===== config.mk =====
export PLATFORM = sky130hd
export DESIGN_NAME = player_move_ctrl
export DESIGN_NICKNAME = d
export VERILOG_FILES = /design/src/rtl/player_move_ctrl.sv
export SDC_FILE = /design/constraint.sdc
export NUM_CORES = 1
export LEC_CHECK = 0
export ABC_CLOCK_PERIOD_IN_PS = 2300
export CAP_MARGIN = 20
export CORE_MARGIN = 3
export CORE_UTILIZATION = 48
export DETAILED_ROUTE_END_ITERATION = 16
export GPL_ROUTABILITY_DRIVEN = 0
export PLACE_DENSITY = 0.84
export SKIP_CTS_REPAIR_TIMING = 1
export SYNTH_ARGS = -nofsm -noshare
export SYNTH_HDL_FRONTEND = slang
export SYNTH_SLANG_ARGS = --single-unit

===== constraint.sdc =====
create_clock -name clk -period 2.3 [get_ports clk]
set_input_delay 0.345 -clock clk [delete_from_list [all_inputs] [get_ports clk]]
set_output_delay 0.345 -clock clk [all_outputs]
set_load 0.005 [all_outputs]

===== src/rtl/player_move_ctrl.sv =====
// player_move_ctrl: tile-map player mover; checks the target tile for a wall before committing a step.
//   clk, rst_n             : rising-edge clock, synchronous active-low reset
//   mv_valid/mv_ready/mv_dir : move request handshake (00 up, 01 down, 10 left, 11 right)
//   map_rd_en/_x/_y        : one-cycle tile read strobe and address
//   map_rd_data            : tile id, valid RD_LAT cycles after map_rd_en
//   pos_x/pos_y            : registered player position
//   mv_done/mv_blocked     : move resolved pulse, blocked flag held until next resolution
//   step_cnt               : saturating count of successful moves
module player_move_ctrl #(
  parameter int COORD_W   = 4,
  parameter int MAP_W     = 16,
  parameter int MAP_H     = 16,
  parameter int TILE_W    = 16,
  parameter int WALL_LO   = 1,
  parameter int WALL_HI   = 3,
  parameter int RD_LAT    = 1,
  parameter int EDGE_MODE = 0,
  parameter int START_X   = 0,
  parameter int START_Y   = 0
) (
  input  logic               clk,
  input  logic               rst_n,
  input  logic               mv_valid,
  output logic               mv_ready,
  input  logic [1:0]         mv_dir,
  output logic               map_rd_en,
  output logic [COORD_W-1:0] map_rd_x,
  output logic [COORD_W-1:0] map_rd_y,
  input  logic [TILE_W-1:0]  map_rd_data,
  output logic [COORD_W-1:0] pos_x,
  output logic [COORD_W-1:0] pos_y,
  output logic               mv_done,
  output logic               mv_blocked,
  output logic [15:0]        step_cnt
);
  localparam int CW = RD_LAT > 1 ? $clog2(RD_LAT) : 1;
  localparam logic [COORD_W-1:0] X_MAX = COORD_W'(MAP_W - 1);
  localparam logic [COORD_W-1:0] Y_MAX = COORD_W'(MAP_H - 1);
  typedef enum logic [1:0] {IDLE, ISSUE, WAIT, DONE} state_t;
  state_t state_q, state_d;
  logic [COORD_W-1:0] pos_x_q, pos_x_d, pos_y_q, pos_y_d;
  logic [COORD_W-1:0] rd_x_q, rd_x_d, rd_y_q, rd_y_d;
  logic [CW-1:0] wait_cnt_q, wait_cnt_d;
  logic [15:0] step_q, step_d;
  logic blocked_q, blocked_d;
  logic [COORD_W-1:0] tgt_x, tgt_y;
  logic x_lo, x_hi, y_lo, y_hi, off_map, accept, sample, wall;
  // Edge detection and wrapped target; in clamp mode an edge move is flagged off-map instead.
  always_comb begin
    x_lo    = pos_x_q == '0;
    x_hi    = pos_x_q == X_MAX;
    y_lo    = pos_y_q == '0;
    y_hi    = pos_y_q == Y_MAX;
    tgt_x   = mv_dir == 2'b10 ? (x_lo ? X_MAX : pos_x_q - 1'b1) :
              mv_dir == 2'b11 ? (x_hi ? '0 : pos_x_q + 1'b1) : pos_x_q;
    tgt_y   = mv_dir == 2'b00 ? (y_lo ? Y_MAX : pos_y_q - 1'b1) :
              mv_dir == 2'b01 ? (y_hi ? '0 : pos_y_q + 1'b1) : pos_y_q;
    off_map = (EDGE_MODE == 0) &&
              ((mv_dir == 2'b00 && y_lo) || (mv_dir == 2'b01 && y_hi) ||
               (mv_dir == 2'b10 && x_lo) || (mv_dir == 2'b11 && x_hi));
    accept  = mv_valid && mv_ready;
    sample  = state_q == WAIT && wait_cnt_q == '0;
    wall    = (map_rd_data >= TILE_W'(WALL_LO)) && (map_rd_data <= TILE_W'(WALL_HI));
  end
  always_ff @(posedge clk) begin
    if (!rst_n) state_q <= IDLE;
    else        state_q <= state_d;
  end
  always_comb begin
    state_d = state_q == IDLE  ? (accept ? (off_map ? DONE : ISSUE) : IDLE) :
              state_q == ISSUE ? WAIT :
              state_q == WAIT  ? (sample ? DONE : WAIT) : IDLE;
  end
  always_comb begin
    mv_ready  = rst_n && state_q == IDLE;
    map_rd_en = state_q == ISSUE;
    mv_done   = state_q == DONE;
  end
  // The read address register doubles as the pending target for the position update.
  always_comb begin
    rd_x_d     = accept && !off_map ? tgt_x : rd_x_q;
    rd_y_d     = accept && !off_map ? tgt_y : rd_y_q;
    wait_cnt_d = state_q == ISSUE ? CW'(RD_LAT - 1) :
                 state_q == WAIT  ? wait_cnt_q - 1'b1 : wait_cnt_q;
    pos_x_d    = sample && !wall ? rd_x_q : pos_x_q;
    pos_y_d    = sample && !wall ? rd_y_q : pos_y_q;
    step_d     = sample && !wall && step_q != 16'hFFFF ? step_q + 16'd1 : step_q;
    blocked_d  = accept && off_map ? 1'b1 : sample ? wall : blocked_q;
  end
  always_ff @(posedge clk) begin
    if (!rst_n) begin
      pos_x_q    <= COORD_W'(START_X);
      pos_y_q    <= COORD_W'(START_Y);
      rd_x_q     <= '0;
      rd_y_q     <= '0;
      wait_cnt_q <= '0;
      step_q     <= '0;
      blocked_q  <= 1'b0;
    end else begin
      pos_x_q    <= pos_x_d;
      pos_y_q    <= pos_y_d;
      rd_x_q     <= rd_x_d;
      rd_y_q     <= rd_y_d;
      wait_cnt_q <= wait_cnt_d;
      step_q     <= step_d;
      blocked_q  <= blocked_d;
    end
  end
  assign map_rd_x   = rd_x_q;
  assign map_rd_y   = rd_y_q;
  assign pos_x      = pos_x_q;
  assign pos_y      = pos_y_q;
  assign mv_blocked = blocked_q;
  assign step_cnt   = step_q;
endmodule

Word level (Yosys, flattened, before mapping)
Cells that the tools add are included.
Storage, ports and cells
  register bits: 36
  bits in latches: 0
  bits in writable memories: 0
  memory bits (read-only): 0
  bits of input ports: 21
  output and inout bits: 36
  word-level logic and storage cells: 66
  memories: 0
Operators by class
  add/subtract/negate cells: 6
  multiply operators: 0
  div/mod/pow operators: 0
  $lt $le $gt $ge: 2
  eq/ne operators: 9
  shift operators: 0
  multiplexer cells: 16
  bitwise logic cells: 2
  reduce and logical (&&, ||, !) cells: 23
Operators with widths (number)
  $mux W4: 8
  $add A16 B1 Y16 const B: 1
  $ge A16 B1 Y1 const B: 1
  $le A16 B2 Y1 const B: 1
  $ne A16 B16 Y1 const B: 1
  $logic_and A1 B1 Y1: 12
  $mux W2: 5
  $add A4 B1 Y4 const B: 2
  $eq A2 B2 Y1 const B: 4
  $eq A4 B4 Y1 const B: 2
  $logic_not A4 Y1: 2
  $sub A4 B1 Y4 const B: 2
  $eq A2 B1 Y1 const B: 2
  $logic_not A2 Y1: 2
  $logic_or A1 B1 Y1: 3
  $mux W1: 3
  $logic_not A1 Y1: 2
  $not A1 Y1: 2
  $reduce_bool A2 Y1: 1
  $reduce_or A2 Y1: 1
  $sub A1 B1 Y1 const B: 1

Logic depth before layout (Yosys ltp)
  depth after elaboration: 8
  mapped depth: 8
  gate-level depth less buffers: 7

Least setup slack after synthesis
OpenSTA, ideal clock, no wires.
  path type: flip-flop to flip-flop
  from: register pos_x_q[0], in the netlist pos_x[0]
  to: register rd_y_q[0], in the netlist map_rd_y[0]
  library setup time: 0.074 ns
  data arrival time: 1.769 ns
  required time: 2.226 ns
  path slack: 0.457 ns
  cell stages (with the launch flop): 9
  buffers on the path: 2
  clock period less this slack: 1.843 ns
  cells stage by stage: dfxtp_1 > clkbuf_1 > inv_1 > ha_1 > and3b_4 > nor4_4 > buf_6 > o221ai_1 > o21ai_0
On the way
  word-level cells in the longest chain between the ends: 6
  elaborated cells between the ends (all ways): 8
  those cells by class: eq/ne: 1; reduce/logical: 7
RTL lines
  from (decl): RTL line 41  | logic [COORD_W-1:0] pos_x_q, pos_x_d, pos_y_q, pos_y_d;
  from (signal assigned): RTL line 92  | pos_x_q <= COORD_W'(START_X);
  from (signal assigned): RTL line 100  | pos_x_q <= pos_x_d;
  $logic_not A4 Y1: RTL line 50  | x_lo = pos_x_q == '0;
  $logic_and A1 B1 Y1: RTL line 60  | (mv_dir == 2'b10 && x_lo) || (mv_dir == 2'b11 && x_hi));
  $logic_or A1 B1 Y1: RTL line 59  | ((mv_dir == 2'b00 && y_lo) || (mv_dir == 2'b01 && y_hi) ||
  $logic_or A1 B1 Y1 (*): RTL line 60
  $logic_not A1 Y1 (*): RTL line 82  | rd_y_d = accept && !off_map ? tgt_y : rd_y_q;
  $logic_and A1 B1 Y1 (*): RTL line 82
  to (signal assigned): RTL line 103  | rd_y_q <= rd_y_d;
  to (decl): RTL line 42  | logic [COORD_W-1:0] rd_x_q, rd_x_d, rd_y_q, rd_y_d;
Mark *: on every way between the ends. The rest lies on a longest branch, timed or not.
A chain may end at the register's enable or synchronous reset.

Worst setup path in the final report
  from: register step_q[0], in the netlist step_cnt[0]
  to: register step_q[5], in the netlist step_cnt[5]
On the way
  word-level cells in the longest chain between the ends: 2
  elaborated cells between the ends (all ways): 3
  those cells by class: add/sub: 1; eq/ne: 1; reduce/logical: 1
RTL lines
  from (decl): RTL line 44  | logic [15:0] step_q, step_d;
  from (signal assigned): RTL line 105  | step_q <= step_d;
  parallel branches: the longest is 2 deep, another holds $add A16 B1 Y16
Several ways; the timed one is not identified.

==> flow_summary.json <==
{
  "status": "finished, final reports clean",
  "cap_viol_max_count": 0,
  "p_comb_share_pct": 16.7,
  "post-place-ws_ps": 116,
  "drt-pass1-iter-count": 4,
  "layout_setup_ws_ps": 240,
  "ys_ff_latch": 36,
  "synth_cell_types": 50,
  "critical_path_required_ps": 2490,
  "post-route-drc-count": 0,
  "postSynthCellCount": 247,
  "syn_area_per_cell_sq_um": 8.58,
  "r2r_end": "step_cnt[5]",
  "synth_edf_count": 0,
  "ys_warn_count": 0,
  "area.growth.synth_to_final_pct": 33.0,
  "r2r_cells": 6,
  "io_pins": 57,
  "clockPowerShare_pct": 34.6,
  "fin_util_pct": 68.5,
  "grt_start_max_net_pins": 39,
  "crit_path_end": "step_cnt[5]",
  "p_per_area_nw_per_um2": 482,
  "wirelength_um": 5020,
  "period_needed_ps": 2060,
  "drtIter0Drc": 114,
  "fillCellCount": 349,
  "die_x_um": 72.4,
  "synth-seq-area-share_pct": 34.0,
  "vdd_ir_drop_max_v": 0.000217,
  "fin_setup_tns_ps": 0,
  "cts_tree": "built",
  "placed_cells": 344,
  "die_area_sq_um": 5250,
  "htreeDepth": 2,
  "r2r_slack_ps": 240,
  "synthArstFlopShare_pct": 0,
  "critPathMaxFanout": 13,
  "p_sw_mw": 0.352,
  "grt_pass1_vias": 1956,
  "rsz0062_at_grt": "false",
  "drv_slew": 0,
  "critPathKind": "register to register",
  "p_int_mw": 1.01,
  "routedWlPerCell_um": 14.3,
  "finalHoldViolCount": 0,
  "cts_buffer_depth": 2,
  "antenna_found_initial": 0,
  "synth_top_area_share_pct": 34.0,
  "clk-insertion-delay-late_ps": 300,
  "layout_common_cells": "clkdlybuf4s50_1 (56), dfxtp_1 (36), nor2_1 (22)",
  "grt.overflow.total": 0,
  "fin_area_sq_um": 2820,
  "fin_crit_sh_pct": 89.6,
  "start_kind": "register",
  "synthTopCellsByArea": "dfxtp_1 (34%), mux2i_1 (5.7%), ha_1 (5.3%)",
  "synth_ff_type": "dfxtp_1",
  "grt_use_total_pct": 20.2,
  "placed_cell_area_sq_um": 2730,
  "n_antenna_cell": 0,
  "switching_share_pct": 25.9,
  "syn_nets": 277,
  "root_buffer": "clkbuf_8",
  "final_cells": 352,
  "power_mw": 1.36,
  "cts.sink_count": 36,
  "hold_ws_ps": 497,
  "finalNetCount": 331,
  "rows": 23,
  "syn_area_sq_um": 2120,
  "final_common_cell": "clkdlybuf4s50_1",
  "grt_pass1_wl_um": 8550,
  "detailroute.via_count": 2023,
  "io_buffers": 56,
  "ant_nets": 0,
  "r2r-start": "step_cnt[0]",
  "slew_headroom_pct": 60.0,
  "p_seq_share_pct": 48.6,
  "end_kind": "register",
  "fp.dieH_um": 72.4,
  "cp-startpoint": "step_cnt[0]",
  "core_area_sq_um": 4120,
  "cp.arrival_ps": 2250,
  "timing.fmax_mhz": 485,
  "worstMarginPinSlew_ps": 596,
  "leakagePower_nw": 1.05,
  "dp_hpwl_um": 3600,
  "clk_pin_slew_ps": 70,
  "post-synth-top-area-cell": "dfxtp_1",
  "initial_core_util_pct": 51.5,
  "drt-vias-per-instance": 5.75,
  "hp-class": "register to register",
  "layout-drive-gt1-share_pct": 8.61,
  "finalSetupViolations": 0,
  "numCtsBuffers": 5,
  "finClkSkew_ps": 5.50
}
-- registers in the layout, indices dropped and copies added, names as in the netlist --
signal	cells
map_rd_x	4
map_rd_y	4
mv_blocked	1
pos_x	4
pos_y	4
state_q	2
step_cnt	16
wait_cnt_q	1
-- cell type report --
| cell class | count | area (sq um) | share of cell area, % |
|---|---|---|---|
| well taps | 50 | 62.6 | 2.22 |
| repair buffers | 66 | 648 | 23.0 |
| multi-input cells | 183 | 1260 | 44.7 |
| clock buffers | 6 | 82.6 | 2.93 |
| inverters | 9 | 33.8 | 1.20 |
| flip-flops and latches | 36 | 721 | 25.6 |
| clock inverters | 2 | 10.0 | 0.355 |
-- how the worst min path moves through the flow --
stage / startpoint / endpoint / slack (ps) / cells past startpoint
6_report: map_rd_y[0] / map_rd_y[0] / 500 / 2
5_1_grt: map_rd_x[0] / map_rd_x[0] / 520 / 2
4_1_cts: map_rd_y[0] / map_rd_y[0] / 490 / 2
3_5_place_dp: map_rd_y[0] / map_rd_y[0] / 480 / 2
3_3_place_gp: map_rd_y[0] / map_rd_y[0] / 480 / 2
2_1_floorplan: map_rd_x[0] / map_rd_x[0] / 460 / 2
-- logic make-up after synthesis --
logic type	synth area share, %
simple gates	27.8
compound gates	18.1
buf+inv	6.50
mux	6.20
xor+xnor	2.07
fa+ha+maj	5.32
flops	34.0
-- power by group through the flow --
stage	logic, mW	clock network [mW]	registers, mW
floorplan	0.126	0	0.671
global placement	0.222	0	0.675
detailed placement	0.226	0	0.675
CTS	0.228	0.477	0.661
global route	0.248	0.501	0.663
finish	0.227	0.470	0.660
-- cell usage after synthesis, types with 4 or more instances --
library cell  count
a211oi_1          4
a21oi_1          13
buf_2             5
clkbuf_1          9
dfxtp_1          36
ha_1              9
inv_1             8
mux2i_1          12
nand2_1          21
nand2b_1         12
nand3_1           5
nand4_1           5
nor2_1           22
nor3_1            6
nor4_1            5
o21ai_0           7
o31ai_1           8
or3_1             5
or4_1             6
-- layer usage --
metal	GRT usage, %	vias up	share of wire, %	routed length, um
li1	-	1015	-	-
met3	5.54	8	6.0	301
met4	8.40	0	1.4	68
met1	24.1	952	44	2220
met2	34.1	48	48	2430
met5	0	-	0	0
-- critical path: stages, from the launching register on --
cell and delay (ps):
dfxtp_1 420, ha_1 210, nand3_2 170, nor4_4 630, buf_4 280, o311ai_0 160, o41ai_1 90
Note: power is estimated with default switching activity, not from simulation.
